==> src/rtl/uart_param.sv <==
// Parameterised UART: independent TX and RX, fixed frame format
// chosen at elaboration (data width, parity mode, stop bits).
module uart_param #(
  parameter int CLK_HZ    = 50000000,
  parameter int BAUD      = 115200,
  parameter int DATA_BITS = 8,
  parameter int PARITY    = 0,
  parameter int STOP_BITS = 1
) (
  input  logic                 clk,
  input  logic                 nRst,
  input  logic                 transmit,
  input  logic [DATA_BITS-1:0] data_tx,
  output logic                 busy_tx,
  output logic                 tx,
  input  logic                 rx,
  output logic                 busy_rx,
  output logic                 recieved,
  output logic [DATA_BITS-1:0] data_rx,
  output logic                 parity_err,
  output logic                 frame_err
);

  localparam int DIV_RAW = (CLK_HZ + BAUD / 2) / BAUD;
  localparam int DIV     = (DIV_RAW < 4) ? 4 : DIV_RAW;
  localparam int CW      = $clog2(DIV);
  localparam logic [CW-1:0] LAST  = CW'(DIV - 1);
  localparam logic [CW-1:0] HALF  = CW'(DIV / 2);
  localparam logic [3:0]    DLAST = 4'(DATA_BITS - 1);
  localparam logic          ODD   = (PARITY == 1);
  localparam logic          SLAST = (STOP_BITS == 2);
  localparam logic          HAS_P = (PARITY != 0);

  typedef enum logic [2:0] {
    T_IDLE, T_START, T_DATA, T_PAR, T_STOP
  } tx_st_t;

  typedef enum logic [2:0] {
    R_IDLE, R_START, R_DATA, R_PAR, R_STOP, R_WAIT_HI
  } rx_st_t;

  tx_st_t                tst_q, tst_d;
  logic [CW-1:0]         tcnt_q, tcnt_d;
  logic [3:0]            tidx_q, tidx_d;
  logic [DATA_BITS-1:0]  tsh_q, tsh_d;
  logic                  tpar_q, tpar_d;
  logic                  tx_q, tx_d;
  logic                  busy_tx_q, busy_tx_d;
  logic                  tend;

  always_comb begin
    tst_d     = tst_q;
    tidx_d    = tidx_q;
    tsh_d     = tsh_q;
    tpar_d    = tpar_q;
    tx_d      = tx_q;
    busy_tx_d = busy_tx_q;
    tend      = (tcnt_q == LAST);
    tcnt_d    = tend ? '0 : tcnt_q + 1'b1;
    unique case (tst_q)
      T_IDLE: begin
        tcnt_d = '0;
        if (transmit) begin
          tst_d     = T_START;
          tsh_d     = data_tx;
          tpar_d    = (^data_tx) ^ ODD;
          tx_d      = 1'b0;
          busy_tx_d = 1'b1;
        end
      end
      T_START: begin
        if (tend) begin
          tst_d  = T_DATA;
          tx_d   = tsh_q[0];
          tsh_d  = tsh_q >> 1;
          tidx_d = '0;
        end
      end
      T_DATA: begin
        if (tend) begin
          if (tidx_q == DLAST) begin
            tidx_d = '0;
            if (HAS_P) begin
              tst_d = T_PAR;
              tx_d  = tpar_q;
            end else begin
              tst_d = T_STOP;
              tx_d  = 1'b1;
            end
          end else begin
            tidx_d = tidx_q + 1'b1;
            tx_d   = tsh_q[0];
            tsh_d  = tsh_q >> 1;
          end
        end
      end
      T_PAR: begin
        if (tend) begin
          tst_d  = T_STOP;
          tx_d   = 1'b1;
          tidx_d = '0;
        end
      end
      T_STOP: begin
        if (tend) begin
          if (tidx_q[0] == SLAST) begin
            tst_d     = T_IDLE;
            busy_tx_d = 1'b0;
          end else begin
            tidx_d = tidx_q + 1'b1;
          end
        end
      end
      default: tst_d = T_IDLE;
    endcase
  end

  always_ff @(posedge clk) begin
    if (!nRst) begin
      tst_q     <= T_IDLE;
      tcnt_q    <= '0;
      tidx_q    <= '0;
      tsh_q     <= '0;
      tpar_q    <= 1'b0;
      tx_q      <= 1'b1;
      busy_tx_q <= 1'b0;
    end else begin
      tst_q     <= tst_d;
      tcnt_q    <= tcnt_d;
      tidx_q    <= tidx_d;
      tsh_q     <= tsh_d;
      tpar_q    <= tpar_d;
      tx_q      <= tx_d;
      busy_tx_q <= busy_tx_d;
    end
  end

  // s1/s2 synchronise rx; s3 is last cycle's s2 for edge detection
  logic                 s1_q, s2_q, s3_q;
  rx_st_t               rst_q, rst_d;
  logic [CW-1:0]        rcnt_q, rcnt_d;
  logic [3:0]           ridx_q, ridx_d;
  logic [DATA_BITS-1:0] rsh_q, rsh_d;
  logic                 rpar_q, rpar_d;
  logic                 busy_rx_q, busy_rx_d;
  logic                 recv_q, recv_d;
  logic [DATA_BITS-1:0] drx_q, drx_d;
  logic                 perr_q, perr_d;
  logic                 ferr_q, ferr_d;
  logic                 rend;

  always_comb begin
    rst_d     = rst_q;
    ridx_d    = ridx_q;
    rsh_d     = rsh_q;
    rpar_d    = rpar_q;
    busy_rx_d = busy_rx_q;
    drx_d     = drx_q;
    perr_d    = perr_q;
    ferr_d    = ferr_q;
    recv_d    = 1'b0;
    rend      = (rcnt_q == LAST);
    rcnt_d    = rcnt_q + 1'b1;
    unique case (rst_q)
      R_IDLE: begin
        rcnt_d = '0;
        if (s3_q && !s2_q) begin
          rst_d     = R_START;
          busy_rx_d = 1'b1;
        end
      end
      R_START: begin
        if (rcnt_q == HALF) begin
          rcnt_d = '0;
          ridx_d = '0;
          if (s2_q) begin
            rst_d     = R_IDLE;
            busy_rx_d = 1'b0;
          end else begin
            rst_d = R_DATA;
          end
        end
      end
      R_DATA: begin
        if (rend) begin
          rcnt_d = '0;
          rsh_d  = {s2_q, rsh_q[DATA_BITS-1:1]};
          if (ridx_q == DLAST) begin
            rst_d = HAS_P ? R_PAR : R_STOP;
          end else begin
            ridx_d = ridx_q + 1'b1;
          end
        end
      end
      R_PAR: begin
        if (rend) begin
          rcnt_d = '0;
          rpar_d = s2_q;
          rst_d  = R_STOP;
        end
      end
      R_STOP: begin
        if (rend) begin
          rcnt_d = '0;
          recv_d = 1'b1;
          drx_d  = rsh_q;
          perr_d = HAS_P && (rpar_q != ((^rsh_q) ^ ODD));
          ferr_d = ~s2_q;
          if (s2_q) begin
            rst_d     = R_IDLE;
            busy_rx_d = 1'b0;
          end else begin
            rst_d = R_WAIT_HI;
          end
        end
      end
      R_WAIT_HI: begin
        rcnt_d = '0;
        if (s2_q) begin
          rst_d     = R_IDLE;
          busy_rx_d = 1'b0;
        end
      end
      default: rst_d = R_IDLE;
    endcase
  end

  always_ff @(posedge clk) begin
    if (!nRst) begin
      s1_q      <= 1'b1;
      s2_q      <= 1'b1;
      s3_q      <= 1'b1;
      rst_q     <= R_IDLE;
      rcnt_q    <= '0;
      ridx_q    <= '0;
      rsh_q     <= '0;
      rpar_q    <= 1'b0;
      busy_rx_q <= 1'b0;
      recv_q    <= 1'b0;
      drx_q     <= '0;
      perr_q    <= 1'b0;
      ferr_q    <= 1'b0;
    end else begin
      s1_q      <= rx;
      s2_q      <= s1_q;
      s3_q      <= s2_q;
      rst_q     <= rst_d;
      rcnt_q    <= rcnt_d;
      ridx_q    <= ridx_d;
      rsh_q     <= rsh_d;
      rpar_q    <= rpar_d;
      busy_rx_q <= busy_rx_d;
      recv_q    <= recv_d;
      drx_q     <= drx_d;
      perr_q    <= perr_d;
      ferr_q    <= ferr_d;
    end
  end

  assign busy_tx    = busy_tx_q;
  assign tx         = tx_q;
  assign busy_rx    = busy_rx_q;
  assign recieved   = recv_q;
  assign data_rx    = drx_q;
  assign parity_err = perr_q;
  assign frame_err  = ferr_q;

endmodule

==> config.mk <==
export PLATFORM = sky130hd
export DESIGN_NAME = uart_param
export DESIGN_NICKNAME = d
export VERILOG_FILES = /design/src/rtl/uart_param.sv
export SDC_FILE = /design/constraint.sdc
export NUM_CORES = 1
export LEC_CHECK = 0
export CAP_MARGIN = 10
export CORE_AREA = 2 2 65 129
export DETAILED_ROUTE_END_ITERATION = 8
export DIE_AREA = 0 0 67 131
export MAX_ROUTING_LAYER = met4
export PLACE_DENSITY = 0.7
export SLEW_MARGIN = 20
export SYNTH_ARGS = -nofsm -noshare
export SYNTH_HDL_FRONTEND = slang
export SYNTH_SLANG_ARGS = --single-unit
export TNS_END_PERCENT = 5
==> constraint.sdc <==
create_clock -name clk -period 2.2 [get_ports clk]
set_input_delay 0.44 -clock clk [delete_from_list [all_inputs] [get_ports clk]]
set_output_delay 0.44 -clock clk [all_outputs]
set_load 0.03 [all_outputs]
# --- Word level (Yosys, flattened, before mapping) ---
# Cells that the tools add are included.
totals:
  wordCells: 134
  register_bits: 64
  inputBits: 12
  output_inout_bits: 14
op_classes:
  muxes: 52
  n_bitwise: 2
  n_eq_ne: 32
  n_reduce_logical: 26
  add_sub_neg: 4
ops:
  columns: ["op", "count"]
  rows:
  - ["$mux 3", 15]
  - ["$ne 2x2->1 const B", 17]
  - ["$mux 4", 8]
  - ["$mux 8", 4]
  - ["$pmux 9 s3", 1]
  - ["$pmux 8 s3", 1]
  - ["$add 9x1->9 const B", 2]
  - ["$eq 9x9->1 const B", 2]
  - ["$mux 9", 2]
  - ["$pmux 3 s6", 1]
  - ["$reduce_and 4->1", 4]
  - ["$pmux 3 s5", 1]
  - ["$reduce_and 5->1", 3]
  - ["$reduce_and 7->1", 2]
  - ["$mux 1", 13]
  - ["$eq 3x2->1 const B", 4]
  - ["$pmux 4 s3", 1]
  - ["$eq 3x3->1 const B", 3]
  - ["$eq 9x8->1 const B", 1]
  - ["$add 4x1->4 const B", 2]
  - ["$eq 4x3->1 const B", 2]
  - ["$pmux 1 s4", 2]
  - ["$pmux 4 s2", 1]
  - ["$reduce_bool 4->1", 2]
  - ["other kinds (13)", 22]

# --- Depth between registers and ports, before layout ---
depth:
  ltp_word: 4
  ltp_mapped: 9

# --- Least setup slack after synthesis ---
# Ideal clock, no wire load.
synth_timing:
  path_type: "reg2reg"
  startpoint: "register tcnt_q[0]"
  endpoint: "register busy_tx_q (netlist: busy_tx)"
  path_stages_with_launch: 7
  arrival_ns: 1.464
  path_buffers: 1
  setup_ns: 0.115
  setup_slack_ns: 0.621
  path_cell_list: "dfxtp_1 -> ha_1 -> and4_1 -> clkbuf_1 -> nand2_2 -> o31a_1 -> o21a_1"
synth_between:
  elab_chain_cells: 3
synth_rtl:
  columns: ["element", "line", "rtl"]
  rows:
  - ["from (decl)", "43", "logic [CW-1:0] tcnt_q, tcnt_d;"]
  - ["from (signal assigned)", "129", "tcnt_q <= tcnt_d;"]
  - ["$eq 9x9->1", "58", "tend = (tcnt_q == LAST);"]
  - ["$ne 2x2->1 (no line)", null, null]
  - ["$reduce_and 4->1 (no line)", null, null]
  - ["to (signal assigned)", "134", "busy_tx_q <= busy_tx_d;"]
  - ["to (decl)", "48", "logic busy_tx_q, busy_tx_d;"]
# No other way between the ends.
# A chain may end at the register's enable or synchronous reset.

# --- Worst setup path after layout ---
layout_timing:
  startpoint: "register tst_q[0]"
  endpoint: "register tsh_q[0]"
layout_between:
  elab_chain_cells: 3
  word_cells_on_any_way: 10
layout_rtl:
  columns: ["element", "line", "rtl"]
  rows:
  - ["from (decl)", "42", "tx_st_t tst_q, tst_d;"]
  - ["from (signal assigned)", "128", "tst_q <= tst_d;"]
  - ["$eq 3x2->1 (tied with other cells)", "60", "unique case (tst_q)"]
  - ["$ne 2x2->1 (no line) / $reduce_bool 3->1 (equally long branches)", null, null]
  - ["$reduce_and 5->1 (no line)", null, null]
  - ["to (signal assigned)", "131", "tsh_q <= tsh_d;"]
  - ["to (decl)", "45", "logic [DATA_BITS-1:0] tsh_q, tsh_d;"]
# Several ways; a longest one is shown, not always the timed one.

==> implementation parameters <==
Parameter                              Value

Final layout
  Count of inserted antenna diode cells ... 0
  Post-route cell area ... 3776 sq um
  Layout overhead on the synthesized area ... 20.10%
  Share of layout cells above drive strength 1 ... 0.09114
  Fin cells ... 491
  Final Net Count ... 409
  Post-layout util ... 0.4824

Timing
  Least-Margin Pin Slew ... 0.6183 ns
  Post-layout minimum cycle time ... 1.891 ns
  Fmax ... 0.5289 GHz
  Finish-stage setup viols ... 0
  Final worst-path setup slack ... 0.3092 ns
  Worst slew margin ... 0.5848
  Final Hold Viols ... 0
  Final-report max-slew violation count ... 0
  Largest clock skew in the final design ... 0.006020 ns
  Post-route clock period utilization ... 0.8594
  Total negative setup slack ... 0 ns
  RSZ-0062 raised after global routing ... false

Clock network
  Worst-skew pair later-pin latency ... 0.33 ns
  Number of hold buffers added after cts ... 0
  Sink Count ... 64
  CTS Buffer Depth ... 2
  Count of instances resized after the clock tree is built ... 0
  Clock tree from TritonCTS ... yes
  H-tree depth ... 3
  Number of buffers created by CTS ... 9
  Clock root buffer ... sky130_fd_sc_hd__clkbuf_16
  CTS clk-pin slew, worst paths ... 0.06 ns
  Setup bufs post-CTS ... 0

Route
  Number of iterations in the first detailed-routing pass ... 4
  Mean routed wirelength per cell ... 12.98 um
  Count of antenna-violating nets left after detailed routing ... 0
  Remaining DRCs ... 0
  Count of routing violations after the opening detailed-route iteration ... 349
  Via Count ... 2,611
  Vias/cell ... 5.318
  Wirelength, routed ... 6372 um

Floorplan
  Top-level port count ... 26
  Horizontal extent of the die ... 67 um
  Height of the chip ... 131 um
  Count of standard-cell rows ... 46
  Die area ... 8777 sq um
  Initial Utilization ... 0.4017
  Total core area ... 7828 sq um

Status
  Outcome ... finished, final reports clean

Critical path
  Critical Path AT ... 2.08 ns
  Total stage count of the critical path ... 4
  Worst setup path endpoint ... tsh_q[0]
  CP Launch Type ... flop
  Capture instance of the worst register-to-register path ... tsh_q[0]
  Setup crit end kind ... flop
  Setup slack, reg-to-reg ... 0.31 ns
  Required time of the critical path ... 2.39 ns
  Crit. Startpoint ... tst_q[0]
  Crit path max-delay cell type ... sky130_fd_sc_hd__xnor2_1
  Family with the most delay on the worst path ... XOR/XNOR gates
  Worst Reg-to-Reg Cells ... 4
  Critical Path Fanout Max ... 16
  Max incr delay on CP ... 0.59 ns
  Crit path buf inv count ... 0
  Reg-to-reg critical path startpoint ... tst_q[0]
  CP Class ... flop to flop
  Series of cell instances along the critical path ... xnor2_1 > a211oi_1 > nor2_1 > a311oi_1

GRT
  Combined global-route utilization of all metal layers ... 0.1608
  Antenna violations before repair ... 0
  Number of global-route vias before repair ... 2,344
  Wire length of the first global-routing pass ... 10,590 um
  Final global-route overflow total ... 0
  Pin count of the biggest net entering global routing ... 21

Job
  Max-Cap Viols ... 0

Synthesis
  Post-synthesis cell count ... 369
  Dominant register cell in the synthesized netlist ... sky130_fd_sc_hd__dfxtp_1
  Post-synthesis cell type count ... 62
  Cell type with the largest total area after synthesis ... sky130_fd_sc_hd__dfxtp_1
  Post-synthesis net count ... 388
  Number of enable-type register cells in the synthesized netlist ... 0
  Portion of synthesized cell area occupied by the leading cell type ... 0.4075
  Warnings from Yosys ... 0
  Top cells by area in the synthesized netlist ... sky130_fd_sc_hd__dfxtp_1 41%, sky130_fd_sc_hd__nand3_1 6.0%, sky130_fd_sc_hd__a21oi_1 5.3%
  Sequential-to-total area share from yosys stat ... 0.4075
  Fraction of registers with async set or reset after synthesis ... 0
  Post-synthesis average cell area ... 8.521 sq um
  Register bit total from synthesis ... 64
  Post-synthesis instance area ... 3144 sq um

Placement
  Total placed instance area ... 3445 sq um
  Post-Place Setup Slack ... 0.2478 ns
  DPL Wire Length ... 4275 um
  Port Buffers ... 24
  Final estimated routing congestion in global placement ... 0.8183
  Inst Count DP ... 475

Pwr
  Leakage ... 1.292 nW
  Worst vdd rail ir drop ... 461.0 uV
  Power Density ... 775.1 nW/um^2

Worst hold path
  Class of the most critical hold timing path ... flop to flop
  Worst hold path cell count ... 1
-- worst min path at each step --
stage | startpoint | endpoint
after detailed placement | s1_q | s2_q
after floorplan | s1_q | s2_q
after CTS | s1_q | s2_q
final | s1_q | s2_q
after global routing | s1_q | s2_q
after global placement | s1_q | s2_q
-- where the power goes --
part / switching [mW] / total [mW] / internal [mW] / leakage [nW]
Sequential: 0.0252 / 1.21 / 1.19 / 0.519
Combinational: 0.0884 / 0.162 / 0.0737 / 0.618
Clock: 0.528 / 1.55 / 1.02 / 0.155
Total: 0.641 / 2.93 / 2.29 / 1.29
-- synthesized netlist by cell type (all sizes together), types with 2 or more instances --
| library cell | number |
|---|---|
| nand4 | 5 |
| nor3b | 2 |
| o211ai | 5 |
| a21oi | 33 |
| and4b | 2 |
| mux2i | 2 |
| nor2 | 38 |
| buf | 13 |
| and4 | 2 |
| and4bb | 2 |
| o311ai | 3 |
| nor3 | 7 |
| or3 | 3 |
| nand2b | 6 |
| a311oi | 8 |
| dfxtp | 64 |
| o21ai | 14 |
| inv | 11 |
| a21o | 2 |
| a211oi | 5 |
| nor4bb | 2 |
| and2 | 2 |
| a221o | 2 |
| clkbuf | 10 |
| o31a | 3 |
| nand3 | 38 |
| xor2 | 4 |
| ha | 7 |
| xnor2 | 12 |
| nor2b | 5 |
| nand4b | 2 |
| a31oi | 4 |
| nand2 | 30 |
-- kinds of logic (layout without fill, tap and decap cells) --
group,after synthesis,after routing,share of synthesized area
other,1,1,0.001193
buffers and inverters,35,61,0.05492
adders and majority gates,7,7,0.02785
muxes,2,2,0.006367
xor gates and xnor gates,16,16,0.04457
AOI/OAI and AO/OA,90,90,0.1978
and+or+nand+nor,154,154,0.2599
DFF,64,64,0.4075
-- cell usage in the layout, fill, tap and decap left out, types with 2 or more instances in the layout --
master and instances:
sky130_fd_sc_hd__nand4_1 5, sky130_fd_sc_hd__clkinv_4 2, sky130_fd_sc_hd__clkbuf_16 9, sky130_fd_sc_hd__dfxtp_1 64, sky130_fd_sc_hd__a311oi_1 8, sky130_fd_sc_hd__ha_1 7
sky130_fd_sc_hd__and4b_1 2, sky130_fd_sc_hd__o311ai_0 2, sky130_fd_sc_hd__nor3_1 7, sky130_fd_sc_hd__buf_4 9, sky130_fd_sc_hd__a221o_1 2, sky130_fd_sc_hd__xor2_1 4
sky130_fd_sc_hd__mux2i_1 2, sky130_fd_sc_hd__a31oi_1 4, sky130_fd_sc_hd__nor4bb_1 2, sky130_fd_sc_hd__nand2_1 28, sky130_fd_sc_hd__nand2b_1 6, sky130_fd_sc_hd__nand3_1 38
sky130_fd_sc_hd__a21oi_1 33, sky130_fd_sc_hd__o31a_1 3, sky130_fd_sc_hd__clkinvlp_4 2, sky130_fd_sc_hd__nor2_1 38, sky130_fd_sc_hd__bufinv_16 2, sky130_fd_sc_hd__o21ai_0 14
sky130_fd_sc_hd__or3_1 3, sky130_fd_sc_hd__o211ai_1 4, sky130_fd_sc_hd__and2_1 2, sky130_fd_sc_hd__and4_1 2, sky130_fd_sc_hd__nor2b_1 5, sky130_fd_sc_hd__clkdlybuf4s50_1 24
sky130_fd_sc_hd__a21o_1 2, sky130_fd_sc_hd__xnor2_1 12, sky130_fd_sc_hd__inv_1 11, sky130_fd_sc_hd__nand4b_1 2, sky130_fd_sc_hd__a211oi_1 5
-- final cells by class --
cell class	instances	area, sq um
Fill cell	772	4051
Multi-Input combinational cell	270	1690
Sequential cell	64	1281
Timing Repair Buffer	33	307.8
Clock buffer	10	239.0
Tap cell	96	120.1
Clock inverter	6	92.59
Inverter	12	45.04
-- routing by layer --
layer	wire [um]	vias to the layer above	track usage	part of all wire
met5	0	-	-	0
met4	133	0	0.08043	0.021
li1	-	1375	-	-
met2	2885	55	0.2236	0.45
met1	3089	1170	0.2129	0.48
met3	264	11	0.04195	0.041
-- metrics by stage --
step	total power, mW	hold WS [ns]
floorplan	1.344	0.3863
global placement	1.396	0.3889
detailed placement	1.398	0.3968
CTS	2.959	0.4100
global route	3.033	0.4503
finish	2.927	0.4073
-- registers in the layout (all words and copies together), names as in the netlist, 3 cells and up --
signal   count
tcnt_q       9
tsh_q        8
data_rx      8
ridx_q       4
rst_q        3
rcnt_q       9
tidx_q       4
rsh_q        8
tst_q        3
Note: power is estimated with default switching activity, not from simulation.
